## src/rtl/serial_tl_pkg.sv

```systemverilog
// Shared types and constants for the host end of the serial TileLink link.
package serial_tl_pkg;

    localparam int SERIAL_TL_W = 32;

    typedef enum logic {
        IDLE,
        SHIFT
    } tx_state_e;

endpackage

```

## src/rtl/serial_tl_host_phy_if.sv

```systemverilog
// Host-side word handshakes plus board-level serial pins of the link PHY.
interface serial_tl_host_phy_if
    import serial_tl_pkg::*;
#(
    parameter int W = SERIAL_TL_W
);

    logic         tx_valid;
    logic         tx_ready;
    logic [W-1:0] tx_bits;
    logic         rx_valid;
    logic         rx_ready;
    logic [W-1:0] rx_bits;
    logic         serial_in_valid;
    logic         serial_in_ready;
    logic         serial_in_bits;
    logic         serial_out_valid;
    logic         serial_out_ready;
    logic         serial_out_bits;

    // PHY side
    modport slave (
        input  tx_valid,
        output tx_ready,
        input  tx_bits,
        output rx_valid,
        input  rx_ready,
        output rx_bits,
        output serial_in_valid,
        input  serial_in_ready,
        output serial_in_bits,
        input  serial_out_valid,
        output serial_out_ready,
        input  serial_out_bits
    );

    // Host bridge / chip side
    modport master (
        output tx_valid,
        input  tx_ready,
        output tx_bits,
        input  rx_valid,
        output rx_ready,
        input  rx_bits,
        input  serial_in_valid,
        output serial_in_ready,
        input  serial_in_bits,
        output serial_out_valid,
        input  serial_out_ready,
        output serial_out_bits
    );

endinterface

```

## src/rtl/serial_tl_deser.sv

```systemverilog
// RX path: assembles LSB-first serial beats into words behind a one-word holding register.
module serial_tl_deser
    import serial_tl_pkg::*;
#(
    parameter int W  = SERIAL_TL_W,
    parameter int CW = $clog2(W)
) (
    input  logic         clock,
    input  logic         reset,
    input  logic         svalid_i,
    input  logic         sbit_i,
    output logic         sready_o,
    output logic         rx_valid_o,
    input  logic         rx_ready_i,
    output logic [W-1:0] rx_bits_o
);

    logic [W-1:0]  asm_q, asm_d;
    logic [W-1:0]  hold_q, hold_d;
    logic [CW-1:0] cnt_q, cnt_d;
    logic          vld_q, vld_d;
    logic          last;
    logic          beat;
    logic [W-1:0]  shifted;

    assign last     = (cnt_q == CW'(W - 1));
    // Stall only when this bit would finish a word with nowhere to put it
    assign sready_o = !(vld_q && last);
    assign beat     = svalid_i && sready_o;
    assign shifted  = {sbit_i, asm_q[W-1:1]};

    assign rx_valid_o = vld_q;
    assign rx_bits_o  = hold_q;

    always_comb begin
        asm_d  = asm_q;
        hold_d = hold_q;
        cnt_d  = cnt_q;
        vld_d  = vld_q;
        if (vld_q && rx_ready_i) begin
            vld_d = 1'b0;
        end
        if (beat) begin
            asm_d = shifted;
            if (last) begin
                cnt_d  = '0;
                hold_d = shifted;
                vld_d  = 1'b1;
            end else begin
                cnt_d = cnt_q + 1'b1;
            end
        end
    end

    always_ff @(posedge clock or posedge reset) begin
        if (reset) begin
            asm_q  <= '0;
            hold_q <= '0;
            cnt_q  <= '0;
            vld_q  <= 1'b0;
        end else begin
            asm_q  <= asm_d;
            hold_q <= hold_d;
            cnt_q  <= cnt_d;
            vld_q  <= vld_d;
        end
    end

endmodule

```

## src/rtl/serial_tl_host_phy.sv

```systemverilog
// Host end of the 1-bit serial TileLink link: word serializer (TX) and deserializer (RX).
module serial_tl_host_phy
    import serial_tl_pkg::*;
#(
    parameter int W  = SERIAL_TL_W,
    parameter int CW = $clog2(W)
) (
    input logic                 clock,
    input logic                 reset,
    serial_tl_host_phy_if.slave bus
);

    tx_state_e     state_q, state_d;
    logic [W-1:0]  sr_q, sr_d;
    logic [CW-1:0] cnt_q, cnt_d;
    logic          last;

    assign last = (cnt_q == CW'(W - 1));

    always_comb begin
        state_d             = state_q;
        sr_d                = sr_q;
        cnt_d               = cnt_q;
        bus.tx_ready        = 1'b0;
        bus.serial_in_valid = 1'b0;
        bus.serial_in_bits  = 1'b0;
        unique case (state_q)
            IDLE: begin
                bus.tx_ready = 1'b1;
                if (bus.tx_valid) begin
                    sr_d    = bus.tx_bits;
                    cnt_d   = '0;
                    state_d = SHIFT;
                end
            end
            SHIFT: begin
                bus.serial_in_valid = 1'b1;
                bus.serial_in_bits  = sr_q[0];
                if (bus.serial_in_ready) begin
                    sr_d  = sr_q >> 1;
                    cnt_d = cnt_q + 1'b1;
                    // Last beat: accept the next word now so there is no gap cycle
                    if (last) begin
                        bus.tx_ready = 1'b1;
                        cnt_d        = '0;
                        if (bus.tx_valid) begin
                            sr_d = bus.tx_bits;
                        end else begin
                            state_d = IDLE;
                        end
                    end
                end
            end
        endcase
    end

    always_ff @(posedge clock or posedge reset) begin
        if (reset) begin
            state_q <= IDLE;
            sr_q    <= '0;
            cnt_q   <= '0;
        end else begin
            state_q <= state_d;
            sr_q    <= sr_d;
            cnt_q   <= cnt_d;
        end
    end

    serial_tl_deser #(
        .W  (W),
        .CW (CW)
    ) u_deser (
        .clock      (clock),
        .reset      (reset),
        .svalid_i   (bus.serial_out_valid),
        .sbit_i     (bus.serial_out_bits),
        .sready_o   (bus.serial_out_ready),
        .rx_valid_o (bus.rx_valid),
        .rx_ready_i (bus.rx_ready),
        .rx_bits_o  (bus.rx_bits)
    );

endmodule

```

## src/flat_wrapper.sv

```systemverilog
// flat-port wrapper written by rule: the top's interface ports become plain ports
module serial_tl_host_phy_flat import serial_tl_pkg::*;
#(
    parameter int W  = SERIAL_TL_W,
    parameter int CW = $clog2(W)
)
  (clock, reset, bus_tx_valid, bus_tx_ready, bus_tx_bits, bus_rx_valid, bus_rx_ready, bus_rx_bits, bus_serial_in_valid, bus_serial_in_ready, bus_serial_in_bits, bus_serial_out_valid, bus_serial_out_ready, bus_serial_out_bits);
  serial_tl_host_phy_if #(.W(W)) bus_i ();
  input logic clock;
  input logic reset;
  input wire logic [$bits(bus_i.tx_valid)-1:0] bus_tx_valid;
  output wire logic [$bits(bus_i.tx_ready)-1:0] bus_tx_ready;
  input wire logic [$bits(bus_i.tx_bits)-1:0] bus_tx_bits;
  output wire logic [$bits(bus_i.rx_valid)-1:0] bus_rx_valid;
  input wire logic [$bits(bus_i.rx_ready)-1:0] bus_rx_ready;
  output wire logic [$bits(bus_i.rx_bits)-1:0] bus_rx_bits;
  output wire logic [$bits(bus_i.serial_in_valid)-1:0] bus_serial_in_valid;
  input wire logic [$bits(bus_i.serial_in_ready)-1:0] bus_serial_in_ready;
  output wire logic [$bits(bus_i.serial_in_bits)-1:0] bus_serial_in_bits;
  input wire logic [$bits(bus_i.serial_out_valid)-1:0] bus_serial_out_valid;
  output wire logic [$bits(bus_i.serial_out_ready)-1:0] bus_serial_out_ready;
  input wire logic [$bits(bus_i.serial_out_bits)-1:0] bus_serial_out_bits;
  assign bus_i.tx_valid = bus_tx_valid;
  assign bus_tx_ready = bus_i.tx_ready;
  assign bus_i.tx_bits = bus_tx_bits;
  assign bus_rx_valid = bus_i.rx_valid;
  assign bus_i.rx_ready = bus_rx_ready;
  assign bus_rx_bits = bus_i.rx_bits;
  assign bus_serial_in_valid = bus_i.serial_in_valid;
  assign bus_i.serial_in_ready = bus_serial_in_ready;
  assign bus_serial_in_bits = bus_i.serial_in_bits;
  assign bus_i.serial_out_valid = bus_serial_out_valid;
  assign bus_serial_out_ready = bus_i.serial_out_ready;
  assign bus_i.serial_out_bits = bus_serial_out_bits;
  serial_tl_host_phy #(.W(W), .CW(CW)) u_core (.clock(clock), .reset(reset), .bus(bus_i));
endmodule
```

## config.mk

```make
export PLATFORM = sky130hd
export DESIGN_NAME = serial_tl_host_phy_flat
export DESIGN_NICKNAME = d
export VERILOG_FILES = /design/src/rtl/serial_tl_pkg.sv /design/src/rtl/serial_tl_host_phy_if.sv /design/src/rtl/serial_tl_deser.sv /design/src/rtl/serial_tl_host_phy.sv /design/src/flat_wrapper.sv
export SDC_FILE = /design/constraint.sdc
export NUM_CORES = 1
export LEC_CHECK = 0
export CAP_MARGIN = 10
export CORE_ASPECT_RATIO = 0.5
export CORE_MARGIN = 2
export CORE_UTILIZATION = 57
export CTS_CLUSTER_SIZE = 25
export DETAILED_ROUTE_END_ITERATION = 10
export HOLD_SLACK_MARGIN = 0.03
export PLACE_DENSITY = 0.85
export SLEW_MARGIN = 5
export SYNTH_ARGS = -nofsm -noshare
export SYNTH_HDL_FRONTEND = slang
export SYNTH_SLANG_ARGS = --single-unit
```

## constraint.sdc

```tcl
create_clock -name clock -period 8.38 [get_ports clock]
set_clock_uncertainty 0.2 [all_clocks]
set_input_delay 1.257 -clock clock [delete_from_list [all_inputs] [get_ports clock]]
set_output_delay 1.257 -clock clock [all_outputs]
set_load 0.1 [all_outputs]
```

After elaboration in Yosys (flattened, before gate mapping):

Index checks and enable logic that the tools add are counted.

* input port bits: 39
* bits in latches: 0
* bits in read-only memories: 0
* bits in writable memories: 0
* logic and storage cells: 42
* output and inout port bits: 37
* memories: 0
* bits in registers: 108

* multiplexer cells: 22
* magnitude comparators: 0
* shift operators: 0
* reduce and logical (&&, ||, !) cells: 6
* $mul: 0
* div/mod/pow operators: 0
* $add $sub $neg: 2
* bitwise operators: 1
* equality and inequality tests: 4

Operators with widths (count)
* $mux W32: 4
* $pmux W32 S2: 1
* $mux W5: 4
* $add A5 B1 Y5 const B: 2
* $eq A5 B5 Y1 const B: 2
* $mux W1: 10
* $pmux W5 S2: 1
* $ne A2 B2 Y1 const B: 2
* $pmux W1 S2: 2
* $reduce_and A2 Y1: 2
* $logic_and A1 B1 Y1: 3
* $logic_not A1 Y1: 1
* $not A1 Y1: 1

Logic depth before layout (Yosys ltp):

* depth in word-level cells: 5
* gate-level depth with buffers: 8
* mapped depth without buffers: 6

Cells and area by module:

Synthesis repeated with hierarchy kept, for this count alone.

* cell total of the unflattened synthesis: 369
* area, all modules: 4862.2 sq um

By module, submodules not included
* serial_tl_deser: seq. area each 1726.7 sq um, cells an instance 162, area each 2792.7 sq um, instances 1
* serial_tl_host_phy: seq. area each 950.9 sq um, cells an instance 207, area each 2069.5 sq um, instances 1

Worst setup path after synthesis:

OpenSTA, ideal clock, no wires.

* path kind: input to output
* from: in bus_serial_in_ready
* to: out bus_tx_ready
* stages on the path: 3
* arrival: 2.138 ns
* buffers on the path: 1
* required time: 6.923 ns
* slack: 4.785 ns
* path through: clkbuf_2 > nand2_1 > nand2_1

* longest elaborated chain between the ends: 2

RTL lines
* start, declared: RTL line flat_wrapper.sv:18 `input wire logic [$bits(bus_i.serial_in_ready)-1:0] bus_serial_in_ready;`
* $mux W1: RTL line serial_tl_host_phy.sv:39 `if (bus.serial_in_ready) begin`
* $pmux W1 S2: RTL line serial_tl_host_phy.sv:27 `unique case (state_q)`
* end, declared: RTL line flat_wrapper.sv:12 `output wire logic [$bits(bus_i.tx_ready)-1:0] bus_tx_ready;`

No other way between the ends.

Worst setup path in the final report:

Ends and elaborated chain as after synthesis.

==> metrics <==
syn_nets 412; EDFF count, synth 0; Synth area leaders dfrtp_1, mux2_2, a21oi_1; CTS root buf clkbuf_16; CP max stage delay 1.13 ns; synthesis-to-finish area growth 22.7%; CTS tree done; post-DR vias/cell 5.48; R2R Setup Slk 5.54 ns; Crit Path Class in2out; Synth Flop Type dfrtp_1; Pre-antenna DRT Iters 4; Worst Tran Pin Value 1.15 ns; wire per inst 15.7 um; hpwl dp 5450 um; Post-synth top cells dfrtp_1, mux2_2, a21oi_1; post-synth top area cell dfrtp_1; Final ANT Viol Nets 0; initial DRC count 231; CTS Hold Buffers Added 0; IO Count 76; critical path data arrival time 3.21 ns; Placer Congestion 0.763; top-area cell type share of the netlist area 0.587; Yosys warnings 0; Num CTS Buffers 9; Final Setup Violations 0; gr usage total 0.211; fmax 0.214 GHz; worst-case clock buffer depth 2; Setup TNS Final 0 ns; Worst Setup End Kind primary output; initial core utilization 0.605; Pleak 2.41 nW; total grt overflow 0; Critical Path RT 6.92 ns; Post-Route WL 8520 um; placed cells 531; worst r2r src u_core.u_deser.cnt_q[0]; CP startpoint bus_serial_in_ready; Relative slew margins 0.235; worst vdd ir 216 uV; fraction of final layout cells with drive strength greater than 1 0.222; min-delay worst type reg2reg; Netlist cell types 35; Rows 22; largest net degree at the start of global routing 70; status finished clean; crit-path max FO 8; routed vias 2982; element type at the critical path start input port; die footprint 8770 um^2; I/O Buffers 75; synthesized flop and latch total 107; period utilization 0.557; worst skew pair latency 0.34 ns; Slowest cell on crit path clkdlybuf4s50_1; crit path to bus_tx_ready; die height 67.2 um; Post-Syn Instances 368; H-tree depth 3; Max Slew Vio Count 0; most common cell in the netlist dfrtp_1; RSZ-0062 raised after global routing no; vias in the first global route 3029; Ant. Diodes 0; post-layout min period 4.66 ns; average size of a mapped cell 12.4 um^2; Seq/Total Area, Yosys 0.587; cell chain of the critical path clkdlybuf4s50_1 > nand2_1 > nand2_1 > clkdlybuf4s50_1; Layout Nets 478; # Post-CTS Setup Buffers 0; Max Cap Viol 0; multi-input logic area 1690 um^2; Fill cells 520; R2R cell count 6; pwr dens 350 nW/um^2; Final Non-Filler Cells 544; Storage cell area 2680 um^2; antenna violations before repair 0; Post-CTS Resized 0; first-pass GRT wire length 14200 um; R2R Path End u_core.u_deser.rx_bits_o[9]; Die W 130 um; Synth Cell Area 4560 um^2; Remaining DRCs 0; final-report hold violation count 0; asr flop ratio synth 1.00; clk slew on worst S/H paths 0.06 ns; Core Footprint 7540 um^2; clock sink count 107
-- per-layer routing --
layer | part of all wire | routed length (um) | global-route usage
met1 | 0.44 | 3720 | 0.269
met2 | 0.50 | 4260 | 0.350
met3 | 0.044 | 375 | 0.0642
met4 | 0.019 | 164 | 0.0731
met5 | 0 | 0 | 0
-- through the flow --
step           setup slack [ns]  total power [W]  hold slack, ns  area [um^2]   util
3_5_place_dp               3.72          0.00153           0.296         5290  0.702
4_1_cts                    3.71          0.00197           0.313         5600  0.742
3_3_place_gp               3.74          0.00150           0.284         5290  0.702
2_1_floorplan              4.11          0.00134           0.277         4560      -
6_report                   3.72          0.00196           0.305         5600  0.742
5_1_grt                    3.63          0.00204           0.327         5600  0.742
-- placed cells by master, fill, tap and decap left out, types with 2 or more instances in the layout --
| cell | Yosys | final |
|---|---|---|
| dfrtp_1 | 107 | 107 |
| a21oi_2 | 6 | 6 |
| nand2b_1 | 3 | 3 |
| and3_1 | 2 | 2 |
| nand2_1 | 39 | 39 |
| ha_1 | 5 | 5 |
| inv_1 | 3 | 2 |
| clkdlybuf4s50_1 | 0 | 75 |
| buf_4 | 3 | 3 |
| nor2_1 | 32 | 32 |
| mux2i_1 | 3 | 3 |
| a22o_1 | 3 | 3 |
| mux2_2 | 67 | 67 |
| bufinv_16 | 0 | 2 |
| nand4_1 | 2 | 2 |
| a21oi_1 | 57 | 57 |
| clkbuf_16 | 0 | 9 |
-- worst max-delay path: cells and delay by family --
family | cells | cell delay (ns)
simple gates | 2 | 0.16
buf+inv | 2 | 1.78
-- cell type report --
type | instances | share of cell area
multi-input combinational | 235 | 0.302
inverter | 3 | 0.00246
clock inverter | 3 | 0.0116
tap | 108 | 0.0241
clock buffer | 10 | 0.0427
timing repair buffer | 78 | 0.138
sequential | 107 | 0.478
-- sequential cells by signal (all words and copies together), names as in the netlist --
| name | cells |
|---|---|
| u_core.u_deser.rx_bits_o | 32 |
| u_core.state_q | 1 |
| u_core.sr_q | 32 |
| u_core.u_deser.asm_q | 31 |
| u_core.u_deser.rx_valid_o | 1 |
| u_core.u_deser.cnt_q | 5 |
| u_core.cnt_q | 5 |
-- kinds of logic (layout without fill, tap and decap cells) --
family                   count (synthesis)  in the layout  synth area share
AO/OA/AOI/OAI                           74             74            0.0974
flip-flops                             107            107             0.587
AND/OR/NAND/NOR                         83             83            0.0755
XOR/XNOR                                 1              1           0.00192
adder cells (fa/ha/maj)                  5              5            0.0137
buffers and inverters                   26             94            0.0439
multiplexers                            72             72             0.180
-- how the worst min path moves through the flow --
| stage | from | end | cells past startpoint |
|---|---|---|---|
| 2_1_floorplan | u_core.u_deser.asm_q[1] | u_core.u_deser.asm_q[1] | 1 |
| 3_3_place_gp | u_core.u_deser.asm_q[1] | u_core.u_deser.rx_bits_o[0] | 1 |
| 3_5_place_dp | u_core.u_deser.rx_bits_o[21] | u_core.u_deser.rx_bits_o[21] | 1 |
| 4_1_cts | u_core.u_deser.rx_bits_o[6] | u_core.u_deser.rx_bits_o[6] | 1 |
| 5_1_grt | u_core.u_deser.rx_bits_o[8] | u_core.u_deser.rx_bits_o[8] | 1 |
| 6_report | u_core.u_deser.rx_bits_o[31] | u_core.u_deser.rx_bits_o[31] | 1 |
-- where the power goes --
group | leakage (nW) | internal (W) | switching, W
sequential | 1.29 | 0.000676 | 0.000108
combinational | 0.966 | 0.000238 | 0.000500
clock | 0.150 | 0.000264 | 0.000172
total | 2.41 | 0.00118 | 0.000781
No activity file was read; power rests on OpenSTA's default activity.
==> variant 1: new RTL, same settings <==
Change the package constant `SERIAL_TL_W` from 32 to 16.
--- a/src/rtl/serial_tl_pkg.sv
+++ b/src/rtl/serial_tl_pkg.sv
@@ -1,7 +1,7 @@
 // Shared types and constants for the host end of the serial TileLink link.
 package serial_tl_pkg;
 
-    localparam int SERIAL_TL_W = 32;
+    localparam int SERIAL_TL_W = 16;
 
     typedef enum logic {
         IDLE,
Interface: changed (resized bus_rx_bits and bus_tx_bits); port bits go from 76 to 44. The function was not compared with the original's and may differ.
==> variant 1 against the unedited design <==
Worst setup slack worse by 0.53 ns. Final area is 45% lower. Global-route usage is 0.55 points lower. Total power is 39% lower. Routed wire length is 47% lower. Synthesized area is 46% lower. Non-clock buffer count is 34 lower. Sequential cell count is 50 lower. Highest routed layer unchanged.
==> variant 1: results <==
group,metric,value,unit
critical_path,reg2reg_setup_slack,5.99,ns
placement,place_hpwl,2900,microns
timing,fmax,193,MHz
timing,whs,0.286,ns
worst_hold_path,worstHoldStart,"u_core.sr_q[0]",
global_route,grt_max_degree,58,
drt,first_iter_violations,86,
global_route,grt_pass1_wl,7560,microns
status,status,"finished, final reports clean",
power,peakVddDrop,0.158,mV
timing,maxSlewHeadroom,34.2,%
power,p_leak,1.32,nW
placement,dp_worst_setup_slack,3.20,ns
worst_hold_path,min_to,"u_core.sr_q[0]",
critical_path,cp.arrival,3.74,ns
critical_path,regToRegEndpoint,"u_core.u_deser.rx_bits_o[7]",
drt,drt_first_pass_iters,5,
final_layout,fill_cells,274,
logic_synthesis,yosys-top-cells-area,"dfrtp_1 (57%), mux2_2 (15%), nand2_1 (5.7%)",
final_layout,antennaDiodeCount,0,
logic_synthesis,seq_area_frac_synth,57.5,%
logic_synthesis,syn_nets,231,
clocking,cts_root_buf,"clkbuf_8",
final_layout,final_nets,274,
placement,io_buffer_count,43,
critical_path,cp_max_fo,21,
drt,wl_per_cell,14.9,microns
global_route,grtUsageTotal,20.5,%
worst_hold_path,hold_depth,2,
logic_synthesis,synth_cell_types,30,
drt,routed-via-count,1717,
clocking,cts_resized,0,
global_route,grt_pass1_vias,1628,
logic_synthesis,synth_commonest_cells,"dfrtp_1 (57), nand2_1 (38), mux2_2 (34), nand4_1 (17), o211ai_1 (15)",
[variant 1: cell types whose count changed after synthesis, moves of 7 or more]
cell / change
buf_2: -8
o211ai_1: +15
mux2_2: -33
nand4_1: +15
clkbuf_1: +7
a21oi_1: -53
dfrtp_1: -50
nor2_1: -31
[variant 1: routing by layer]
metal,vias to the layer above,wire (microns),global-route usage (%)
li1,824,-,-
met4,0,108,11.6
met5,-,0,0
met1,839,1980,24.4
met3,10,197,8.08
met2,44,2250,32.8
[variant 1: kinds of logic (layout without fill, tap and decap cells)]
kind of cell	count (synthesis)	after routing	synth area share (%)
flip-flops	57	57	57.5
AND/OR/NAND/NOR	66	66	13.5
multiplexers	36	36	16.4
buffers and inverters	15	60	3.03
XOR/XNOR	2	2	0.706
adder cells (fa/ha/maj)	2	2	1.01
AO/OA/AOI/OAI	28	28	7.92
[variant 1: power by group]
group / switching [mW] / leakage [nW] / internal, mW / total [mW]
combinational: 0.355 / 0.512 / 0.164 / 0.519
sequential: 0.0783 / 0.724 / 0.382 / 0.460
clock: 0.0969 / 0.0875 / 0.127 / 0.223
total: 0.530 / 1.32 / 0.673 / 1.20
[variant 1: area by class of cell]
type	count	area [sq um]	area share (%)
timing repair buffer	44	438	14.2
tap	54	67.6	2.19
inverter	3	11.3	0.364
clock buffer	13	169	5.46
sequential	57	1430	46.1
multi-input combinational	134	980	31.7
[variant 1: critical path: stages]
cell             delay [ns]
clkdlybuf4s50_1        0.94
inv_1                  0.09
o21ai_0                0.26
clkdlybuf4s50_1        1.19
[variant 1: stage by stage]
| step | instances | area (sq um) |
|---|---|---|
| 2_1_floorplan | 206 | 2480 |
| 3_3_place_gp | 292 | 2920 |
| 3_5_place_dp | 292 | 2920 |
| 4_1_cts | 305 | 3090 |
| 5_1_grt | 305 | 3090 |
| 6_report | 305 | 3090 |
==> variant 2: new RTL, same settings <==
Without the edit above. Reset style: synchronous (`reset`), changed in 2 clocked blocks.
--- a/src/rtl/serial_tl_deser.sv
+++ b/src/rtl/serial_tl_deser.sv
@@ -52,7 +52,7 @@
         end
     end
 
-    always_ff @(posedge clock or posedge reset) begin
+    always_ff @(posedge clock) begin
         if (reset) begin
             asm_q  <= '0;
             hold_q <= '0;
--- a/src/rtl/serial_tl_host_phy.sv
+++ b/src/rtl/serial_tl_host_phy.sv
@@ -54,7 +54,7 @@
         endcase
     end
 
-    always_ff @(posedge clock or posedge reset) begin
+    always_ff @(posedge clock) begin
         if (reset) begin
             state_q <= IDLE;
             sr_q    <= '0;
Check against the original RTL: differs if reset is asserted again (counterexample within 4 cycles, from zero or initial values and one cycle with reset high); with reset held inactive, the same outputs for 10 cycles.
==> variant 2 against the unedited design <==
Largest cell class unchanged. Sequential cell count unchanged. Routed wire length decreased by 3.0%. Critical path type unchanged. Worst setup slack improved by 0.086 ns. Count of clock-buffer cells in the layout increased by 2. Final area decreased by 8.2%. Synthesized area decreased by 8.0%.
Power is not compared: it rests on default switching activity, and its combinational part moved more than twofold at a synthesized area within 25%.
==> variant 2: results <==
group,metric,value,unit
drt,viasPerCell,5.33,
critical_path,regToRegEndpoint,"u_core.u_deser.rx_bits_o[25]",
logic_synthesis,synth-main-ff-cell,"dfxtp_1",
global_route,grt_max_degree,107,
logic_synthesis,synth_mux_area_share,0.835,%
logic_synthesis,synth_xor_area_share,0,%
logic_synthesis,synthAdderAreaFrac,1.49,%
drt,wl_per_cell,12.4,microns
status,status,"finished, final reports clean",
placement,place_hpwl,4980,microns
logic_synthesis,yosys-top-cells-area,"dfxtp_1 (51%), nand2_1 (17%), a21oi_1 (8.3%)",
critical_path,cp_max_fo,6,
drt,first_iter_violations,226,
logic_synthesis,synth-compound-area-share,17.9,%
worst_hold_path,hold_depth,2,
critical_path,reg2reg_setup_slack,5.71,ns
timing,worstMarginPinSlew,1.12,ns
critical_path,reg2regPathDepth,7,
logic_synthesis,avgSynthCellArea,8.07,sq um
critical_path,r2r-start,"u_core.u_deser.cnt_q[0]",
timing,whs,0.253,ns
timing,period_minus_slack,4.58,ns
logic_synthesis,synth_commonest_cells,"nand2_1 (194), dfxtp_1 (107), a21oi_1 (70), nor2_1 (37), a311oi_1 (31)",
critical_path,cp.arrival,3.12,ns
logic_synthesis,syn_nets,564,
logic_synthesis,seq_area_frac_synth,51.0,%
global_route,grt_pass1_vias,3092,
power,total_power,1.02,mW
logic_synthesis,synth_cell_types,31,
placement,dp_worst_setup_slack,3.82,ns
final_layout,drive_above_1_share,4.55,%
placement,placed_cells,652,
global_route,grtUsageTotal,20.8,%
drt,wirelength,8260,microns
global_route,grt_pass1_wl,13600,microns
variant 2: cells by family (layout without fill, tap and decap cells):
family | Yosys count | after routing
buffers and inverters | 45 | 96
multiplexers | 3 | 3
adder cells (fa/ha/maj) | 5 | 5
flip-flops | 107 | 107
AND/OR/NAND/NOR | 245 | 245
AO/OA/AOI/OAI | 115 | 115
variant 2: per-layer routing:
metal	GRT usage [%]	wire (microns)	vias up
met5	0	0	-
met4	7.78	143	0
met3	5.95	340	13
met2	37.0	3920	80
met1	24.3	3860	1630
li1	-	-	1829
variant 2: critical path, delay by kind of cell:
| family | cells | cell delay (ns) |
|---|---|---|
| buffers and inverters | 2 | 1.70 |
| AND/OR/NAND/NOR | 2 | 0.16 |
variant 2: layout make-up:
| type | instances | area, sq um |
|---|---|---|
| clock inverter | 3 | 22.5 |
| inverter | 3 | 11.3 |
| multi-input combinational | 368 | 1810 |
| tap | 96 | 120 |
| sequential | 107 | 2140 |
| clock buffer | 12 | 256 |
| timing repair buffer | 78 | 771 |
| fill | 604 | 2100 |
